$ cat src/rtl/board_pkg.sv
// Shared definitions for the tile board write path.
// Board geometry is 40 columns x 32 rows of 5-bit tile IDs, stored row-major
// at address row*40+col in an 11-bit address space.
// Contents: geometry constants, FSM state enum, arbitration owner enum, tile type.
package board_pkg;

  localparam int BOARD_COLS   = 40;
  localparam int BOARD_ROWS   = 32;
  localparam int BOARD_CELLS  = BOARD_COLS * BOARD_ROWS;
  localparam int TILE_W       = 5;
  localparam int BOARD_ADDR_W = 11;

  typedef enum logic {
    IDLE = 1'b0,
    FILL = 1'b1
  } state_t;

  // Which requester wins the next contended cycle.
  typedef enum logic {
    OWN_FILL = 1'b0,
    OWN_CPU  = 1'b1
  } owner_t;

  typedef logic [TILE_W-1:0] tile_t;

endpackage

$ cat src/rtl/board_fill_seq.sv
// Fill engine for the tile board: walks addresses 0..CELLS-1 with one latched
// tile value, advancing one cell each cycle the arbiter grants it.
// Ports:
//   clock, reset      system clock, synchronous active-low reset
//   fill_start        single-cycle fill command (ignored while a fill runs)
//   fill_tile         fill value, latched with fill_start
//   advance           arbiter granted the current fill cell this cycle
//   active            engine is in FILL (combinational view of the state)
//   fill_addr         address of the cell offered to the arbiter
//   fill_value        latched fill tile
//   fill_busy         registered FILL indicator
//   fill_done         one-cycle pulse once the last cell has been granted
module board_fill_seq #(
  parameter int CELLS  = board_pkg::BOARD_CELLS,
  parameter int ADDR_W = board_pkg::BOARD_ADDR_W,
  parameter int TILE_W = board_pkg::TILE_W
) (
  input  logic              clock,
  input  logic              reset,
  input  logic              fill_start,
  input  logic [TILE_W-1:0] fill_tile,
  input  logic              advance,
  output logic              active,
  output logic [ADDR_W-1:0] fill_addr,
  output logic [TILE_W-1:0] fill_value,
  output logic              fill_busy,
  output logic              fill_done
);
  import board_pkg::*;

  localparam logic [ADDR_W-1:0] LAST_CELL = ADDR_W'(CELLS - 1);

  state_t            state;
  logic [ADDR_W-1:0] counter;
  logic [TILE_W-1:0] tile;

  assign active     = (state == FILL);
  assign fill_addr  = counter;
  assign fill_value = tile;

  always_ff @(posedge clock) begin
    if (!reset) begin
      state     <= IDLE;
      counter   <= '0;
      tile      <= '0;
      fill_busy <= 1'b0;
      fill_done <= 1'b0;
    end else begin
      fill_done <= 1'b0;
      case (state)
        IDLE: begin
          if (fill_start) begin
            state     <= FILL;
            tile      <= fill_tile;
            counter   <= '0;
            fill_busy <= 1'b1;
          end
        end
        FILL: begin
          // A second fill_start here is deliberately not looked at, so the
          // latched tile stays put for the whole sweep.
          if (advance) begin
            if (counter == LAST_CELL) begin
              state     <= IDLE;
              counter   <= '0;
              fill_busy <= 1'b0;
              fill_done <= 1'b1;
            end else begin
              counter <= counter + 1'b1;
            end
          end
        end
        default: state <= IDLE;
      endcase
    end
  end

endmodule

$ cat src/rtl/board_write_ctrl.sv
// Owner of the single tile board RAM write port. Arbitrates between single
// cell writes from game logic and the internal fill engine, then registers
// the winner onto the RAM write port (one cycle latency).
// Optional build macro: BOARD_WRITE_VBLANK_GATE_EN -- when defined, grants of
// either kind are only made while vblank is high; otherwise vblank is ignored.
// Ports:
//   clock, reset          system clock, synchronous active-low reset
//   wr_valid / wr_ready   game-logic write handshake (wr_ready combinational)
//   wr_col, wr_row        target cell; out-of-range cells are accepted and dropped
//   wr_tile               tile ID to write
//   fill_start, fill_tile fill command and value
//   fill_busy, fill_done  fill engine status
//   vblank                vertical-blank indicator (gate feature only)
//   board_wraddress, board_data, board_wren   RAM write port
module board_write_ctrl #(
  parameter int COLS   = board_pkg::BOARD_COLS,
  parameter int ROWS   = board_pkg::BOARD_ROWS,
  parameter int TILE_W = board_pkg::TILE_W,
  parameter int ADDR_W = board_pkg::BOARD_ADDR_W
) (
  input  logic              clock,
  input  logic              reset,
  input  logic              wr_valid,
  output logic              wr_ready,
  input  logic [5:0]        wr_col,
  input  logic [4:0]        wr_row,
  input  logic [TILE_W-1:0] wr_tile,
  input  logic              fill_start,
  input  logic [TILE_W-1:0] fill_tile,
  output logic              fill_busy,
  output logic              fill_done,
  input  logic              vblank,
  output logic [ADDR_W-1:0] board_wraddress,
  output logic [TILE_W-1:0] board_data,
  output logic              board_wren
);
  import board_pkg::*;

  // Row-major address, formed at 32 bits and then cut to the RAM width.
  function automatic logic [ADDR_W-1:0] cell_addr(input logic [4:0] row,
                                                  input logic [5:0] col);
    logic [31:0] full;
    full = 32'(row) * 32'(COLS) + 32'(col);
    return full[ADDR_W-1:0];
  endfunction

  function automatic logic cell_in_range(input logic [4:0] row,
                                         input logic [5:0] col);
    return (32'(col) < 32'(COLS)) && (32'(row) < 32'(ROWS));
  endfunction

  logic              gate_open;
  logic              fill_active;
  logic [ADDR_W-1:0] fill_addr;
  logic [TILE_W-1:0] fill_value;
  logic              cpu_grant;
  logic              fill_grant;
  owner_t            token;

  logic [ADDR_W-1:0] wraddr_p1;
  logic [TILE_W-1:0] wdata_p1;
  logic              wren_p1;

`ifdef BOARD_WRITE_VBLANK_GATE_EN
  assign gate_open = vblank;
`else
  logic unused_vblank;
  assign unused_vblank = vblank;
  assign gate_open     = 1'b1;
`endif

  board_fill_seq #(
    .CELLS  (COLS * ROWS),
    .ADDR_W (ADDR_W),
    .TILE_W (TILE_W)
  ) u_fill_seq (
    .clock      (clock),
    .reset      (reset),
    .fill_start (fill_start),
    .fill_tile  (fill_tile),
    .advance    (fill_grant),
    .active     (fill_active),
    .fill_addr  (fill_addr),
    .fill_value (fill_value),
    .fill_busy  (fill_busy),
    .fill_done  (fill_done)
  );

  // wr_ready does not look at wr_valid: it says whether a cpu request would
  // win this cycle, so it can be high with no request pending.
  assign wr_ready   = gate_open && (!fill_active || (token == OWN_CPU));
  assign cpu_grant  = wr_valid && wr_ready;
  assign fill_grant = gate_open && fill_active && !cpu_grant;

  // The token only changes on a grant, so contention alternates strictly and
  // an out-of-range (dropped) cpu write still hands the next turn to the fill.
  always_ff @(posedge clock) begin
    if (!reset) begin
      token <= OWN_FILL;
    end else if (cpu_grant) begin
      token <= OWN_FILL;
    end else if (fill_grant) begin
      token <= OWN_CPU;
    end
  end

  // Stage p1: registered RAM write port
  always_ff @(posedge clock) begin
    if (!reset) begin
      wren_p1   <= 1'b0;
      wraddr_p1 <= '0;
      wdata_p1  <= '0;
    end else if (cpu_grant) begin
      wren_p1 <= cell_in_range(wr_row, wr_col);
      if (cell_in_range(wr_row, wr_col)) begin
        wraddr_p1 <= cell_addr(wr_row, wr_col);
        wdata_p1  <= wr_tile;
      end
    end else if (fill_grant) begin
      wren_p1   <= 1'b1;
      wraddr_p1 <= fill_addr;
      wdata_p1  <= fill_value;
    end else begin
      wren_p1 <= 1'b0;
    end
  end

  assign board_wraddress = wraddr_p1;
  assign board_data      = wdata_p1;
  assign board_wren      = wren_p1;

endmodule

$ cat config.mk
export PLATFORM = sky130hd
export DESIGN_NAME = board_write_ctrl
export DESIGN_NICKNAME = d
export VERILOG_FILES = /design/src/rtl/board_pkg.sv /design/src/rtl/board_fill_seq.sv /design/src/rtl/board_write_ctrl.sv
export SDC_FILE = /design/constraint.sdc
export NUM_CORES = 1
export LEC_CHECK = 0
export ABC_AREA = 1
export BUFFER_PORTS_ARGS = -buffer_cell sky130_fd_sc_hd__buf_2
export CAP_MARGIN = 15
export CORE_AREA = 2 2 62 64
export DETAILED_ROUTE_END_ITERATION = 16
export DIE_AREA = 0 0 64 66
export PLACE_DENSITY = 0.82
export SYNTH_ARGS = -nofsm -noshare
export SYNTH_HDL_FRONTEND = slang
export SYNTH_SLANG_ARGS = --single-unit
$ cat constraint.sdc
create_clock -name clock -period 5 [get_ports clock]
set_input_delay 0.75 -clock clock [delete_from_list [all_inputs] [get_ports clock]]
set_output_delay 0.75 -clock clock [all_outputs]
set_load 0.05 [all_outputs]
* Word level (Yosys, flattened, before mapping)
Cells that the tools add are included.
Widths: inputs -> output; s select.
** Storage, ports and cells
- Memories :: 0
- Logic and storage cells :: 53
- Bits of input ports :: 26
- Bits in latches :: 0
- Flip-flop bits (word level) :: 37
- Bits in read-only memories :: 0
- Output and inout port bits :: 20
- Memory bits (writable) :: 0
** Cells by class
- $mul :: 1
- Magnitude comparators :: 1
- Equality and inequality tests :: 5
- Shifts and indexed selects :: 0
- Bitwise operators :: 2
- Reductions and logical operators :: 12
- Mux-type cells :: 21
- Divide/modulo/power cells :: 0
- Add/sub/neg operators :: 2
** Operator list (count)
- $mux 11 :: 6
- $pmux 11 s2 :: 1
- $mux 5 :: 3
- $add 11x1->11 const B :: 1
- $add 11x6->11 :: 1
- $eq 11x11->1 const B :: 1
- $mux 1 :: 9
- $mul 5x3->8 const B :: 1
- $lt 6x6->1 const B :: 1
- $ne 2x2->1 const B :: 3
- $reduce_and 2->1 :: 3
- $reduce_and 3->1 :: 2
- $pmux 1 s2 :: 2
- $logic_and 1x1->1 :: 2
- $logic_not 1->1 :: 2
- $ne 2x1->1 const B :: 1
- $not 1->1 :: 2
- $reduce_bool 2->1 :: 1
- $reduce_or 2->1 :: 1
- $logic_or 1x1->1 :: 1

* Longest topological paths before layout
- Word-level depth :: 7
- Gate-level depth with buffers :: 11
- Depth with buffers taken out :: 11

* Hierarchy
Synthesis repeated with hierarchy kept, for this count alone.
** Second synthesis, totals
- Cell total of the unflattened synthesis :: 273
- Area total of the unflattened synthesis :: 2053.2 µm²
** By module, submodules not included
- board_write_ctrl :: sequential area each 360.3 µm², area an instance 1179.9 µm², cells an instance 159, times used 1
- board_fill_seq :: sequential area each 380.4 µm², area an instance 873.3 µm², cells an instance 114, times used 1

* Least setup slack after synthesis
Ideal clock, no wire load.
- Kind :: input-to-reg
- Start point :: in wr_row[1]
- End point :: reg wraddr_p1[9] (netlist: board_wraddress[9])
- Required time :: 4.881 ns
- Path buffers :: 0
- Stages on the path :: 10
- Arrival :: 2.259 ns
- Setup time :: 0.119 ns
- Slack :: 2.623 ns
- Cell sequence :: ha_1 > ha_1 > fa_1 > nand2_1 > inv_1 > nand4_1 > nand2_1 > nand2_1 > o21ai_0 > nand2_1
** On the way
- Longest elaborated chain between the ends :: 4
** Ends and longest elaborated chain
- start, declared :: line board_write_ctrl.sv:26 : input logic [4:0] wr_row,
- $mul 5x3->8 :: line board_write_ctrl.sv:43 : full = 32'(row) * 32'(COLS) + 32'(col);
- $add 11x6->11 :: line board_write_ctrl.sv:43
- $mux 11 :: line board_write_ctrl.sv:115 : if (cell_in_range(wr_row, wr_col)) begin
- $mux 11 :: line board_write_ctrl.sv:113 : end else if (cpu_grant) begin
- end signal, assigned :: line board_write_ctrl.sv:116 : wraddr_p1 <= cell_addr(wr_row, wr_col);
- end signal, assigned :: line board_write_ctrl.sv:121 : wraddr_p1 <= fill_addr;
- end, declared :: line board_write_ctrl.sv:60 : logic [ADDR_W-1:0] wraddr_p1;
No other way between the ends. The select of a mux whose other input is x is not followed.
A chain may end at the register's enable or synchronous reset.

* Final worst setup path
Same ends and word-level chain as after synthesis.

==> flow_summary.json <==
{
  "drive_gt1_share_pct": 19.4,
  "status": "completed",
  "crit_fanout": 3,
  "cp_data_arrival_time_ps": 2560,
  "synth_top_area_share_pct": 37.5,
  "slew-limit-headroom_pct": 69.6,
  "powerDensity_nw_per_um2": 290,
  "crit_chain": "buf_2 > ha_1 > ha_1 > fa_1 > nand2_1 > inv_1 > nand4_1 > nand2_1 > nand2_1 > o21ai_0 > nand2_1",
  "crit_required_ps": 5250,
  "report.final.hold_viol_count": 0,
  "core_um2": 3550,
  "cts_max_level": 2,
  "synth-seq-cells": 37,
  "grt_overflow": 0,
  "synth_nets": 319,
  "p_seq_share_pct": 48.8,
  "start_util_pct": 55.6,
  "p_comb_share_pct": 25.7,
  "period_share_pct": 46.3,
  "firstDrtPassIters": 4,
  "io_buffers": 44,
  "cap_violations": 0,
  "synth_area_leaders": "dfxtp_1 37%, nand2_1 15%, o21ai_0 7.9%",
  "cts_resized": 0,
  "slowest_stage": "fa_1",
  "postLayoutCoreUtil_pct": 64.2,
  "root_buffer": "clkbuf_4",
  "rows": 22,
  "postRouteAntennaNets": 0,
  "antenna_cells": 0,
  "grt_setup_unrepaired": "no",
  "dr.first_iter.drc_count": 120,
  "p_sw_mw": 0.231,
  "r2r_slack_ps": 3340,
  "peakVddDrop_uv": 212,
  "tightest_slew_ps": 454,
  "cts_hold_buf": 0,
  "via_per_inst": 5.10,
  "path_class": "input port to flip-flop",
  "synth_cell_type_count": 28,
  "avgSynthCellArea_um2": 7.03,
  "slew_violations": 0,
  "totalWireLength_mm": 4.26,
  "drc_errors": 0,
  "setup_violations": 0,
  "syn_area_um2": 1980,
  "antenna_found_initial": 0,
  "clock_sinks": 37,
  "ys_seq_area_share_pct": 37.5,
  "grt_pass1_wl_mm": 7.42,
  "setup_tns_ps": 0,
  "swShare_pct": 34.9,
  "track_usage_pct": 22.1,
  "cp_common_cell": "nand2_1",
  "grt_start_max_net_pins": 27,
  "routedWlPerCell_um": 11.4,
  "synth_cells": 281,
  "p_leak_nw": 1.05,
  "dp_hpwl_mm": 3.20,
  "synthToLayoutAreaGrowth_pct": 15.4,
  "grt_pass1_vias": 1788,
  "die-area_um2": 4220,
  "gp_congestion": 0.856,
  "fmax_mhz": 432,
  "worst_setup_path_end_kind": "flip-flop",
  "hold_path.class": "flip-flop to flip-flop",
  "place_ws_ps": 2320,
  "die_h_um": 66,
  "p_int_mw": 0.431,
  "final_nets": 362,
  "finalCriticalPeriod_ps": 2310,
  "clkPwrFrac_pct": 25.5,
  "dpl_cell_area_um2": 2210,
  "cts_buffers": 5,
  "max_stage_delay_ps": 530,
  "clockBufferDepth": 2,
  "num_io_pins": 46,
  "fin_worst_skew_ps": 17.8,
  "die_w_um": 64,
  "crit_path_start_kind": "input port",
  "fin_ws_ps": 2690,
  "fin_area_um2": 2280,
  "via_count": 1903,
  "cts_setup_buffers": 0,
  "path_clk_slew_ps": 120,
  "synth_area_leader_cell": "dfxtp_1",
  "clock_latency_ps": 350,
  "synth_warnings": 0,
  "cts_tree": "built"
}
## layout make-up
| cell class | instances | area [um2] |
|---|---|---|
| flip-flops and latches | 37 | 741 |
| repair buffers | 44 | 220 |
| fillers | 308 | 1270 |
| multi-input cells | 211 | 1100 |
| clock inverters | 2 | 13.8 |
| clock buffers | 6 | 51.3 |
| inverters | 25 | 93.8 |
| well taps | 48 | 60.1 |
## state kept, by name, summed over array words and instances (netlist names)
name	cells
board_data	5
board_wraddress	11
board_wren	1
token	1
u_fill_seq.active	1
u_fill_seq.fill_addr	11
u_fill_seq.fill_busy	1
u_fill_seq.fill_done	1
u_fill_seq.fill_value	5
## synthesized netlist by cell type, drive strengths merged
cell type	instances
a21oi	16
a22oi	1
o211a	1
dfxtp	37
inv	25
ha	10
nor3	1
nand2	84
fa	2
o21ai	31
nand4	3
a211oi	1
nand3b	1
nor2	28
nand3	18
xor2	1
clkbuf	4
or2	2
buf	4
a31oi	11
## per-layer routing
metal / GRT usage (%) / vias up / wire length (um)
met5: 0 / - / 0
met1: 26.5 / 828 / 2010
met3: 5.79 / 10 / 231
li1: - / 1016 / -
met4: 9.51 / 0 / 72
met2: 37.4 / 49 / 1950
## cell families (layout without fill, tap and decap cells)
group | count (synthesis) | count (layout) | synth area share [%]
AO/OA/AOI/OAI | 61 | 61 | 16.7
XOR/XNOR | 1 | 1 | 0.443
adder cells (fa/ha/maj) | 12 | 12 | 8.36
buffers and inverters | 33 | 77 | 6.84
flip-flops | 37 | 37 | 37.5
AND/OR/NAND/NOR | 137 | 137 | 30.2
## critical path, delay by kind of cell
family / cells / cell delay [ps]
AO/OA/AOI/OAI: 1 / 160
adder cells (fa/ha/maj): 3 / 1050
AND/OR/NAND/NOR: 5 / 410
buffers and inverters: 2 / 190
## placed cells by master (no fill, tap or decap), drive strengths merged
cell type | netlist | layout
nor2 | 28 | 28
a211oi | 1 | 1
xor2 | 1 | 1
dfxtp | 37 | 37
buf | 4 | 44
nand3b | 1 | 1
nand2 | 84 | 84
nand4 | 3 | 3
clkinv | 0 | 2
o211a | 1 | 1
a31oi | 11 | 11
or2 | 2 | 2
inv | 25 | 25
clkbuf | 4 | 6
nand3 | 18 | 18
a22oi | 1 | 1
nor3 | 1 | 1
o21ai | 31 | 31
fa | 2 | 2
ha | 10 | 10
a21oi | 16 | 16
## power groups by stage
stage,combinational (mW),sequential [mW],clock (mW)
floorplan,0.0838,0.375,0
global placement,0.167,0.329,0
detailed placement,0.170,0.330,0
CTS,0.171,0.323,0.173
global route,0.188,0.326,0.189
finish,0.170,0.323,0.169
## path summary, 6_finish.rpt
| path | startpoint | to | cells after the start |
|---|---|---|---|
| setup / recovery | wr_row[1] | board_wraddress[9] | 11 |
| hold / removal | board_wraddress[7] | board_wraddress[7] | 2 |
| setup reg to reg | u_fill_seq.active | board_wraddress[9] | 9 |
| hold reg to reg | board_wraddress[7] | board_wraddress[7] | 2 |
## per-stage QoR
step	cells	power, mW	hold WS (ps)
floorplan	281	0.459	452
CTS	373	0.667	476
global placement	365	0.497	453
finish	373	0.662	473
detailed placement	365	0.499	458
global route	373	0.703	494
(Power assumes the default switching activity.)
